### src/rtl/ddr_burst_arbiter.sv
// DDR burst-port arbiter: serialises ISA refill, data refill and data write-back
// bursts onto the single DDR controller port. Fixed priority store > load > isa,
// with an aging counter that promotes a repeatedly losing ISA request.
module ddr_burst_arbiter #(
    parameter int unsigned DDR_ADDR_WIDTH   = 28,
    parameter int unsigned LEN_WIDTH        = 10,
    parameter int unsigned DATA_CACHE_DEPTH = 16,
    parameter int unsigned STARVE_LIMIT     = 4
) (
    input  logic                      mem_clk,
    input  logic                      rst,
    input  logic                      init_done,
    input  logic                      isa_req,
    input  logic [DDR_ADDR_WIDTH-1:0] isa_addr,
    input  logic [LEN_WIDTH-1:0]      isa_len,
    input  logic                      dload_req,
    input  logic [DDR_ADDR_WIDTH-1:0] dload_addr,
    input  logic                      dstore_req,
    input  logic [DDR_ADDR_WIDTH-1:0] dstore_addr,
    output logic                      isa_gnt,
    output logic                      dload_gnt,
    output logic                      dstore_gnt,
    output logic                      isa_done,
    output logic                      dload_done,
    output logic                      dstore_done,
    output logic                      rd_burst_req,
    output logic [LEN_WIDTH-1:0]      rd_burst_len,
    output logic [DDR_ADDR_WIDTH-1:0] rd_burst_addr,
    input  logic                      rd_burst_finish,
    output logic                      wr_burst_req,
    output logic [LEN_WIDTH-1:0]      wr_burst_len,
    output logic [DDR_ADDR_WIDTH-1:0] wr_burst_addr,
    input  logic                      wr_burst_finish,
    output logic                      busy,
    output logic [2:0]                arb_state
);

    typedef enum logic [2:0] {
        StIdle    = 3'd0,
        StRdBurst = 3'd1,
        StWrBurst = 3'd2,
        StDone    = 3'd3,
        StSkip    = 3'd4
    } state_e;

    // Data-cache bursts move one full line plus one beat.
    localparam logic [LEN_WIDTH-1:0] DataLen   = LEN_WIDTH'(DATA_CACHE_DEPTH + 1);
    localparam logic [2:0]           StarveMax = 3'(STARVE_LIMIT);

    state_e     state_q;
    logic [2:0] skip_cnt_q;
    logic       any_req;
    logic       isa_promoted;
    logic       win_isa;
    logic       win_load;
    logic       win_store;

    assign arb_state = state_q;

    // Winner selection from the requests sampled this cycle.
    always_comb begin
        any_req      = isa_req | dload_req | dstore_req;
        isa_promoted = isa_req && (skip_cnt_q == StarveMax);
        win_store    = !isa_promoted && dstore_req;
        win_load     = !isa_promoted && !dstore_req && dload_req;
        win_isa      = isa_promoted || (isa_req && !dstore_req && !dload_req);
    end

    // Arbitration FSM with registered grant, burst request and done outputs.
    always_ff @(posedge mem_clk or posedge rst) begin
        if (rst) begin
            state_q       <= StIdle;
            skip_cnt_q    <= 3'd0;
            isa_gnt       <= 1'b0;
            dload_gnt     <= 1'b0;
            dstore_gnt    <= 1'b0;
            isa_done      <= 1'b0;
            dload_done    <= 1'b0;
            dstore_done   <= 1'b0;
            rd_burst_req  <= 1'b0;
            rd_burst_len  <= '0;
            rd_burst_addr <= '0;
            wr_burst_req  <= 1'b0;
            wr_burst_len  <= '0;
            wr_burst_addr <= '0;
            busy          <= 1'b0;
        end else begin
            unique case (state_q)
                StIdle: begin
                    if (init_done && any_req) begin
                        busy <= 1'b1;
                        // Aging: count grants the waiting ISA request lost.
                        if (win_isa || !isa_req) begin
                            skip_cnt_q <= 3'd0;
                        end else if (skip_cnt_q != StarveMax) begin
                            skip_cnt_q <= skip_cnt_q + 3'd1;
                        end
                        if (win_store) begin
                            dstore_gnt    <= 1'b1;
                            wr_burst_req  <= 1'b1;
                            wr_burst_addr <= dstore_addr;
                            wr_burst_len  <= DataLen;
                            state_q       <= StWrBurst;
                        end else if (win_load) begin
                            dload_gnt     <= 1'b1;
                            rd_burst_req  <= 1'b1;
                            rd_burst_addr <= dload_addr;
                            rd_burst_len  <= DataLen;
                            state_q       <= StRdBurst;
                        end else if (isa_len != '0) begin
                            isa_gnt       <= 1'b1;
                            rd_burst_req  <= 1'b1;
                            rd_burst_addr <= isa_addr;
                            rd_burst_len  <= isa_len;
                            state_q       <= StRdBurst;
                        end else begin
                            // Zero-length fetch: acknowledge without touching DDR.
                            state_q <= StSkip;
                        end
                    end
                end
                StRdBurst: begin
                    if (rd_burst_finish) begin
                        rd_burst_req <= 1'b0;
                        isa_gnt      <= 1'b0;
                        dload_gnt    <= 1'b0;
                        isa_done     <= isa_gnt;
                        dload_done   <= dload_gnt;
                        state_q      <= StDone;
                    end
                end
                StWrBurst: begin
                    if (wr_burst_finish) begin
                        wr_burst_req <= 1'b0;
                        dstore_gnt   <= 1'b0;
                        dstore_done  <= 1'b1;
                        state_q      <= StDone;
                    end
                end
                StSkip: begin
                    isa_done <= 1'b1;
                    state_q  <= StDone;
                end
                StDone: begin
                    isa_done    <= 1'b0;
                    dload_done  <= 1'b0;
                    dstore_done <= 1'b0;
                    busy        <= 1'b0;
                    state_q     <= StIdle;
                end
                default: begin
                    busy    <= 1'b0;
                    state_q <= StIdle;
                end
            endcase
        end
    end

endmodule
### config.mk
export PLATFORM = sky130hd
export DESIGN_NAME = ddr_burst_arbiter
export DESIGN_NICKNAME = d
export VERILOG_FILES = /design/src/rtl/ddr_burst_arbiter.sv
export SDC_FILE = /design/constraint.sdc
export NUM_CORES = 1
export LEC_CHECK = 0
export ABC_AREA = 1
export BUFFER_PORTS_ARGS = -buffer_cell sky130_fd_sc_hd__buf_2
export CELL_PAD_IN_SITES_DETAIL_PLACEMENT = 1
export CELL_PAD_IN_SITES_GLOBAL_PLACEMENT = 2
export CORE_UTILIZATION = 25
export CTS_BUF_LIST = sky130_fd_sc_hd__clkbuf_8
export CTS_CLUSTER_SIZE = 25
export DETAILED_ROUTE_END_ITERATION = 10
export GPL_TIMING_DRIVEN = 1
export PLACE_DENSITY = 0.94
export REMOVE_ABC_BUFFERS = 1
export SKIP_LAST_GASP = 1
export SYNTH_ARGS = -nofsm -noshare
export SYNTH_HDL_FRONTEND = slang
export SYNTH_SLANG_ARGS = --single-unit
### constraint.sdc
create_clock -name mem_clk -period 3.2 [get_ports mem_clk]
set_input_delay 0.32 -clock mem_clk [delete_from_list [all_inputs] [get_ports mem_clk]]
set_output_delay 0.32 -clock mem_clk [all_outputs]
set_load 0.01 [all_outputs]
==> flow_metrics.env, run 1 <==
export IMPL_status="finished clean"
export IMPL_grt_max_degree=43
export IMPL_highest_layer="met4"
export IMPL_finalCriticalPeriod_ps=2265
export IMPL_grt_total_usage=0.1576
export IMPL_drt_iter0_markers=126
export IMPL_critical_path_max_stage_delay_ps=420
export IMPL_finalSetupViolCount=0
export IMPL_min_period_over_period=0.7078
export IMPL_syn_cell_area_um2=3971
export IMPL_synthDistinctLibCells=25
export IMPL_cp_data_arrival_time_ps=2580
export IMPL_antenna_found_initial=0
export IMPL_n_antenna_cell=0
export IMPL_min_delay_path_class="in2reg"
export IMPL_path_clk_slew_ps=90
export IMPL_setup_ws_ps=935.0
export IMPL_via_count=3887
export IMPL_power_density_nw_per_um2=838.9
export IMPL_tritoncts="yes"
export IMPL_timing_critical_path_from_type="register"
export IMPL_finalPower_mw=4.423
export IMPL_clkLatencyLatePin_ps=370
export IMPL_routabilityCongestion=0.7501
export IMPL_cts_sinks=81
export IMPL_final_cells=910
export IMPL_wl_met2_um=5895
export IMPL_slew_headroom=0.5480
export IMPL_vias_per_cell=4.271
export IMPL_nets=798
export IMPL_start_util=0.2584
export IMPL_routed_wl_um=12280
export IMPL_dpl_cell_area_um2=5020
export IMPL_crit_slowest_cell="buf_4"
export IMPL_htree_levels=3
export IMPL_rsz0062_at_grt="false"
export IMPL_fmaxAchievable_ghz=0.4415
export IMPL_die_y_um=128.0
export IMPL_endpoint_kind="register"
export IMPL_dp_hpwl_um=8906
export IMPL_syn_inst=523
export IMPL_fin_util=0.3430
export IMPL_cp_required_ps=3520
export IMPL_drc=0
export IMPL_slew_viol_final=0
export IMPL_dpl_worst_slack_ps=901.2
export IMPL_worst_pin_slew_ps=676.1
export IMPL_ctsLongestPathBuffers=2
export IMPL_final_area_um2=5273
export IMPL_grt_first_pass_wirelength_um=20050
export IMPL_cp_max_fo=42
export IMPL_areaGrowthSynthToFinish_pct=32.77
export IMPL_crit_chain="inv_1 > ha_1 > nand3_1 > nand2_1 > buf_4 > nor2_4 > buf_4 > inv_2 > nand2_1 > nand2_1"
export IMPL_cp_common_cell="nand2_1"
export IMPL_fillers=1991
export IMPL_die_area_um2=16390
export IMPL_drive_gt1_frac=0.3076
export IMPL_die_w_um=128.0
export IMPL_timing_critical_path_buf_inv=4
export IMPL_ys_seq_elements=81
export IMPL_grt_pass1_vias=3893
export IMPL_port_buffers=181
export IMPL_root_buffer="clkbuf_8"
export IMPL_wl_met3_um=584
export IMPL_globalRoute_totalOverflow=0
export IMPL_core_um2=15370
export IMPL_rows=45
export IMPL_cts_buffers=9
export IMPL_place_inst=893
export IMPL_hold_violations=0
export IMPL_p_leak_nw=3.104
export IMPL_path_delay_family="buffers and inverters"
export IMPL_yosysSeqAreaShare=0.5104
export IMPL_syn_avg_cell_area_um2=7.593
export IMPL_m1WireLength_um=5615
export IMPL_path_class="reg2reg"
export IMPL_yosysWarnings=0
export IMPL_ant_nets=0
export IMPL_vdd_ir_drop_max_v=0.0002217
export IMPL_io_pins=190
export IMPL_tns_ps=0
export IMPL_wire_per_inst_um=13.50
export IMPL_ctsResizeCount=0
export IMPL_hold_slack_ps=141.3
export IMPL_clock_skew_ps=6.633
export IMPL_maxCapViolCount=0
export IMPL_drt_pass1_iterations=4
[sequential cells by signal (all words and copies together) (netlist names), 3 cells and up]
name	cells
rd_burst_len	10
wr_burst_addr	28
skip_cnt_q	3
rd_burst_addr	28
arb_state	3
[final cells by class]
type,instances,area [um2],share of cell area
repair buffers,191,996.0,0.1889
flip-flops and latches,81,2027,0.3844
clock inverters,7,118.9,0.02254
well taps,211,264.0,0.05007
multi-input cells,385,1644,0.3118
inverters,26,98.84,0.01875
clock buffers,9,123.9,0.02349
[report_power, final]
| group | switching (mW) | leakage [nW] | internal [mW] |
|---|---|---|---|
| clock network | 0.404 | 0.121 | 0.520 |
| registers | 0.254 | 1.01 | 1.48 |
| logic | 1.08 | 1.97 | 0.681 |
[logic make-up after synthesis]
group                      after synthesis  share of synthesized area
and+or+nand+nor                        360                     0.3784
buffers and inverters                   64                    0.08223
AOI/OAI and AO/OA                       14                    0.01954
adders and majority gates                2                   0.006300
DFF                                     81                     0.5104
xor gates and xnor gates                 1                   0.002206
other                                    1                  0.0009443
[cells in the mapped netlist (all sizes together)]
master,number,area share
nor3,2,0.0025
inv,26,0.025
a41oi,1,0.0022
nand3,12,0.015
dfrtp,81,0.51
clkbuf,8,0.0076
nand4,41,0.065
a31oi,1,0.0016
a21oi,4,0.0050
o21ai,7,0.0088
buf,30,0.050
ha,2,0.0063
nand3b,1,0.0019
xnor2,1,0.0022
o21bai,1,0.0019
or2,1,0.0016
nor2,25,0.029
nand2,278,0.26
conb,1,0.00094
[cells in the final DEF (no fill, tap or decap), types with 2 or more instances in the layout]
master     count
o21ai_0        7
nor2_4         3
nand3_1       12
a21oi_1        4
buf_2        181
clkbuf_8       9
inv_1         22
dfrtp_1       81
ha_1           2
nor2_1        22
conb_1         8
buf_4          8
bufinv_16      3
nand4_1       41
nor3_1         2
inv_2          4
nand2_1      277
[tightest hold or removal path: stages]
cell and delay (ps):
buf_2 70, nand2_1 40, nand2_1 50
[path summary, 6_finish.rpt]
check / startpoint / end / slack, ps / cells past startpoint
max reg2reg: skip_cnt_q[0] / wr_burst_addr[10] / 930 / 10
min in group asynchronous: rst / rd_burst_addr[4] / 460 / 3
max in group asynchronous: rst / wr_burst_addr[25] / 1980 / 4
min reg2reg: wr_burst_addr[9] / wr_burst_addr[9] / 470 / 2
min: dstore_addr[24] / wr_burst_addr[24] / 140 / 3
max: skip_cnt_q[0] / wr_burst_addr[10] / 930 / 10
[layer usage]
layer / vias up / GRT usage
met2: 91 / 0.2526
met4: 0 / 0.05813
met5: - / 0
met3: 13 / 0.03339
li1: 1971 / -
met1: 1812 / 0.2089
[what timing repair did]
action	4_1_cts	5_1_grt
hold endpoints to repair	18	0
buffers inserted	0	0
hold buffers	1	0
endpoints found under the setup margin	0	0
Power figures use the tool's default switching activity.
==> run 2: changes to the inputs <==
- ABC_AREA: 1 -> 0
- CORE_UTILIZATION: 25 -> 28
- PLACE_DENSITY: 0.94 -> 0.93
- clock period: 3.2 -> 2.19 ns (I/O delays scaled with it)
==> run 2 against run 1 <==
  * Clock skew grew 1.7 ps
  * Critical path depth shrank 3
  * Non-clock buffer count grew 7
  * Die area shrank 15%
  * Highest routed layer is now met5
==> flow_metrics.env, run 2 <==
export IMPL_grt_first_pass_wirelength_um=17330
export IMPL_p_switching_mw=2.284
export IMPL_final_common_cell="buf_2"
export IMPL_intPower_mw=4.197
export IMPL_drt_iter0_markers=130
export IMPL_clock_power_share=0.185
export IMPL_die_area_um2=13940
export IMPL_rows=42
export IMPL_path_clk_slew_ps=80
export IMPL_syn_inst=308
export IMPL_grt_total_usage=0.1582
export IMPL_crit_chain="inv_1 > ha_1 > nand3_1 > a211oi_4 > buf_4 > nand2_4 > a22o_1"
export IMPL_dpl_cell_area_um2=4893
export IMPL_yosysWarnings=0
export IMPL_cp_data_arrival_time_ps=2230
export IMPL_reg_top3="rd_burst_addr: 28 flops, wr_burst_addr: 28 flops, rd_burst_len: 10 flops"
export IMPL_power_density_nw_per_um2=1267
export IMPL_clock_skew_ps=8.330
export IMPL_htree_levels=3
export IMPL_die_w_um=118.1
export IMPL_start_util=0.2859
export IMPL_yosysSeqAreaShare=0.5375
export IMPL_grt_max_degree=82
export IMPL_port_buffers=181
export IMPL_globalRoute_totalOverflow=0
export IMPL_dp_hpwl_um=8145
export IMPL_syn_avg_cell_area_um2=12.24
export IMPL_min_delay_path_class="in2reg"
export IMPL_finalCriticalPeriod_ps=1984
export IMPL_hp_start="dstore_addr[23]"
export IMPL_min_period_over_period=0.9061
export IMPL_vias_per_cell=4.629
export IMPL_synth_common_cells="81 x dfrtp_1, 60 x a21oi_1, 28 x mux2_4, 28 x mux2i_1, 12 x buf_4"
export IMPL_cts_sinks=81
export IMPL_endpoint_kind="register"
export IMPL_ctsLongestPathBuffers=2
export IMPL_root_buffer="clkbuf_8"
export IMPL_synth_edf_count=0
export IMPL_yosysTopAreaCellShare=0.5375
export IMPL_tritoncts="yes"
export IMPL_io_pins=190
export IMPL_cts_buffers=9
export IMPL_routabilityCongestion=0.7314
export IMPL_clkLatencyLatePin_ps=350
export IMPL_status="finished clean"
export IMPL_r2r_start="skip_cnt_q[0]"
export IMPL_wire_per_inst_um=15.76
export IMPL_synthArstFlopShare=1.000
export IMPL_seqPwrFrac=0.403
export IMPL_final_area_um2=5114
export IMPL_p_comb_frac=0.412
export IMPL_yosysMostFrequentCell="dfrtp_1"
export IMPL_finalSetupViolCount=0
export IMPL_layout_common_cells="181 x buf_2, 81 x dfrtp_1, 60 x a21oi_1, 28 x mux2_4, 28 x mux2i_1"
export IMPL_slew_viol_final=0
export IMPL_hold_violations=0
export IMPL_maxCapViolCount=0
export IMPL_critical_path_max_stage_delay_ps=420
export IMPL_rrSetupSlack_ps=210
export IMPL_vdd_ir_drop_max_v=0.0004421
export IMPL_ctsResizeCount=0
export IMPL_drc=0
export IMPL_fin_util=0.3877
export IMPL_cp_required_ps=2430
export IMPL_antenna_found_initial=1
export IMPL_syn_cell_area_um2=3771
export IMPL_synth_main_ff_cell="dfrtp_1"
export IMPL_rsz0062_at_grt="false"
export IMPL_fmaxAchievable_ghz=0.5039
export IMPL_p_leak_nw=2.698
export IMPL_path_class="reg2reg"
export IMPL_timing_critical_path_from_type="register"
export IMPL_areaGrowthSynthToFinish_pct=35.60
export IMPL_n_antenna_cell=0
export IMPL_via_count=3120
export IMPL_grt_pass1_vias=3385
export IMPL_ys_seq_elements=81
export IMPL_nets=598
export IMPL_routed_wl_um=10620
export IMPL_tns_ps=0
export IMPL_ant_nets=0
export IMPL_crit_slowest_cell="dfrtp_1"
export IMPL_cp_max_fo=27
export IMPL_drt_pass1_iterations=4
export IMPL_yosys_top_cells_area="dfrtp_1 54%, mux2_4 11%, a21oi_1 8.0%, mux2i_1 7.4%, buf_4 2.4%"
export IMPL_swShare=0.3524
export IMPL_core_um2=13190
export IMPL_drive_gt1_frac=0.5040
export IMPL_yosysTopAreaCell="dfrtp_1"
export IMPL_die_y_um=118.1
export IMPL_fillers=1508
export IMPL_synthDistinctLibCells=45
export IMPL_crit_start="skip_cnt_q[0]"
## run 2: cell types whose count changed after synthesis, moves of 9 or more
cell     change
mux2_4      +28
nand2_1    -266
nor2_1      -16
nand3_1      -9
nand4_1     -41
a21oi_1     +56
mux2i_1     +28
inv_1       -15
## run 2: layer usage
metal / global-route usage / wire [um] / vias up
met3: 0.03052 / 427 / 18
met5: 0 / 19 / -
met1: 0.1876 / 4487 / 1549
met2: 0.2735 / 5470 / 95
li1: - / - / 1456
met4: 0.07612 / 214 / 2
## run 2: worst paths after layout
check                                         end  depth (start not counted)
worst min register to register       rd_burst_req                          2
worst max-delay path              rd_burst_len[3]                          7
max in group asynchronous         rd_burst_len[0]                          4
min in group asynchronous        wr_burst_addr[5]                          4
worst max register to register    rd_burst_len[3]                          7
worst min-delay path            wr_burst_addr[23]                          2
## run 2: cell families after synthesis
group,count (synthesis),synth area share
muxes,56,0.1858
AOI/OAI and AO/OA,90,0.1486
other,1,0.0009944
and+or+nand+nor,41,0.06105
buffers and inverters,37,0.05939
DFF,81,0.5375
adders and majority gates,2,0.006635
## run 2: power by group through the flow
stage          Clock, mW  Combinational, mW  Sequential [mW]
2_1_floorplan          0               1.17             2.94
3_3_place_gp           0               2.61             2.62
3_5_place_dp           0               2.72             2.63
4_1_cts             1.24               2.72             2.62
5_1_grt             1.30               2.92             2.70
6_report            1.20               2.67             2.61
## run 2: metrics by stage
step | power, mW | setup WS, ps | hold slack, ps | instances
detailed placement | 5.349 | 231.3 | 360.3 | 658
floorplan | 4.113 | -887.9 | 345.0 | 285
CTS | 6.579 | 211.9 | 65.01 | 674
global placement | 5.227 | 348.6 | 337.6 | 658
global route | 6.916 | 50.98 | 74.99 | 674
finish | 6.481 | 205.7 | 88.41 | 674
## run 2: final cells by class
cell class / instances / area [um2] / share of cell area
Multi-Input combinational cell: 197 / 1555 / 0.3041
Clock inverter: 5 / 72.57 / 0.01419
Clock buffer: 10 / 137.6 / 0.02691
Sequential cell: 81 / 2027 / 0.3964
Tap cell: 176 / 220.2 / 0.04306
Inverter: 7 / 27.53 / 0.005383
Timing Repair Buffer: 198 / 1074 / 0.2099
## run 2: repair_timing
item | 4_1_cts | 5_1_grt
hold buffers | 1 | 0
buffers inserted | 0 | 0
hold endpoints to repair | 81 | 0
## run 2: critical path: cells and delay by family, from the launching register on
| kind | cells | cell delay, ps |
|---|---|---|
| AO/OA/AOI/OAI | 2 | 550 |
| flip-flops | 1 | 420 |
| buffers and inverters | 2 | 420 |
| AND/OR/NAND/NOR | 2 | 300 |
| adder cells (fa/ha/maj) | 1 | 180 |
==> run 3: changes to the inputs <==
- CORE_MARGIN: default -> 1.5
- CORE_UTILIZATION: 28 -> 27
- CTS_BUF_LIST: sky130_fd_sc_hd__clkbuf_8 -> default
- GPL_TIMING_DRIVEN: 1 -> 0
- PLACE_DENSITY: 0.93 -> 0.91
==> run 3 against run 2 <==
  * Design area is 4.7% higher
  * Sequential power is 2% higher
  * Maximum frequency is 4.4% lower
  * Clock power is 35% higher
  * Critical path depth is 2 lower
  * Die area is 5.4% higher
  * Routed wire length is 13% higher
  * Clock skew is 1.2 ps lower
  * Register-to-register slack worse by 90 ps
  * Highest routed layer unchanged
==> flow_metrics.env, run 3 (synthesis results as in run 2) <==
export IMPL_status="finished clean"
export IMPL_hold_slack_ps=107.8
export IMPL_final_common_cell="buf_2"
export IMPL_dp_hpwl_um=7848
export IMPL_intPower_mw=4.552
export IMPL_cts_buffers=9
export IMPL_timing_critical_path_from_type="register"
export IMPL_die_y_um=121.2
export IMPL_path_clk_slew_ps=70
export IMPL_cp_max_fo=15
export IMPL_hold_violations=0
export IMPL_grt_pass1_vias=3376
export IMPL_via_count=3211
export IMPL_finalSetupViolCount=0
export IMPL_fmaxAchievable_ghz=0.4815
export IMPL_cp_data_arrival_time_ps=2350
export IMPL_drive_gt1_frac=0.5121
export IMPL_fillers=1568
export IMPL_path_class="reg2reg"
export IMPL_reg_top3="rd_burst_addr: 28 flops, wr_burst_addr: 28 flops, rd_burst_len: 10 flops"
export IMPL_root_buffer="clkbuf_16"
export IMPL_wire_per_inst_um=17.78
export IMPL_drt_iter0_markers=72
export IMPL_grt_total_usage=0.1667
export IMPL_ctsLongestPathBuffers=2
export IMPL_vdd_ir_drop_max_v=0.0004644
export IMPL_routed_wl_um=12020
export IMPL_place_inst=648
export IMPL_grt_max_degree=49
export IMPL_drt_pass1_iterations=4
export IMPL_maxCapViolCount=0
export IMPL_cp_required_ps=2460
export IMPL_slew_viol_final=0
export IMPL_critical_path_max_stage_delay_ps=520
export IMPL_rows=43
export IMPL_swShare=0.3477
export IMPL_drc=0
export IMPL_die_area_um2=14680
export IMPL_core_um2=13770
export IMPL_endpoint_kind="register"
export IMPL_finalCriticalPeriod_ps=2077
export IMPL_layout_common_cells="181 x buf_2, 81 x dfrtp_1, 60 x a21oi_1, 28 x mux2_4, 28 x mux2i_1"
export IMPL_crit_chain="or3_4 > a211oi_4 > buf_6 > and2_2 > a22o_1"
export IMPL_power_density_nw_per_um2=1303
export IMPL_routabilityCongestion=0.7468
export IMPL_clock_skew_ps=7.083
export IMPL_crit_slowest_cell="or3_4"
export IMPL_cts_sinks=81
export IMPL_slew_headroom=0.4284
export IMPL_io_pins=190
export IMPL_clock_power_share=0.233
export IMPL_areaGrowthSynthToFinish_pct=41.97
export IMPL_timing_critical_path_buf_inv=1
export IMPL_path_delay_family="simple AND/OR/NAND/NOR gates"
export IMPL_p_leak_nw=2.736
export IMPL_die_w_um=121.2
export IMPL_p_switching_mw=2.426
export IMPL_htree_levels=3
export IMPL_antenna_found_initial=3
export IMPL_min_delay_path_class="in2reg"
export IMPL_min_period_over_period=0.9483
export IMPL_tritoncts="yes"
export IMPL_rsz0062_at_grt="false"
export IMPL_grt_first_pass_wirelength_um=18480
export IMPL_p_comb_frac=0.387
export IMPL_port_buffers=181
export IMPL_nets=593
export IMPL_start_util=0.2738
export IMPL_final_cells=676
export IMPL_ant_nets=0
export IMPL_globalRoute_totalOverflow=0
export IMPL_seqPwrFrac=0.380
export IMPL_vias_per_cell=4.750
export IMPL_clkLatencyLatePin_ps=340
export IMPL_worst_pin_slew_ps=852.3
-- run 3: path summary, 6_finish.rpt --
path                                  from                end  slack (ps)  cells past startpoint
max                           arb_state[2]    rd_burst_len[7]         110                      5
min                         dstore_addr[1]   wr_burst_addr[1]         110                      2
max reg2reg                   arb_state[2]    rd_burst_len[7]         110                      5
min reg2reg                rd_burst_len[6]    rd_burst_len[6]         500                      1
max in group asynchronous              rst    rd_burst_len[6]        1120                      4
min in group asynchronous              rst  wr_burst_addr[11]         470                      3
-- run 3: per-layer routing --
layer,GRT usage,vias up,routed length [um]
li1,-,1467,-
met1,0.2139,1621,5276
met2,0.2738,104,5936
met3,0.02914,17,569
met4,0.07721,2,232
met5,0,-,8
-- run 3: stage by stage --
step / setup slack [ps] / TNS, ps / total power [mW] / instance area [um2] / utilization
6_report: 113.3 / 0 / 6.978 / 5354 / 0.3887
2_1_floorplan: -887.9 / -44560 / 4.113 / 3600 / -
3_3_place_gp: -2226 / -184370 / 5.163 / 4731 / 0.3435
4_1_cts: -6.863 / -24.78 / 7.058 / 5305 / 0.3852
3_5_place_dp: -1500 / -67330 / 5.283 / 4808 / 0.3491
5_1_grt: 7.546 / 0 / 7.433 / 5351 / 0.3885
-- run 3: layout make-up --
class	count	area, um2	area share
Sequential cell	81	2027	0.3786
Multi-Input combinational cell	200	1677	0.3132
Timing Repair Buffer	190	1070	0.1998
Clock buffer	10	229.0	0.04277
Tap cell	180	225.2	0.04207
Clock inverter	6	92.59	0.01729
Inverter	7	28.78	0.005375
Antenna cell	2	5.005	0.0009348
-- run 3: power by group through the flow --
stage / combinational, mW / sequential [mW] / clock (mW)
after floorplan: 1.17 / 2.94 / 0
after global placement: 2.54 / 2.63 / 0
after detailed placement: 2.62 / 2.66 / 0
after CTS: 2.71 / 2.66 / 1.69
after global routing: 2.93 / 2.75 / 1.76
final: 2.70 / 2.65 / 1.62
-- run 3: repair_timing --
item	in CTS	in global routing
endpoints found under the setup margin	70	32
pin swaps	3	1
hold endpoints to repair	33	0
resized for setup	13	1
hold buffers	1	0
setup buffers	4	2
gates cloned	3	0
-- run 3: worst register-to-register path, cell delays in order (launching register included) --
cell	delay, ps
dfrtp_1	510
or3_4	520
a211oi_4	290
buf_6	230
and2_2	280
a22o_1	170
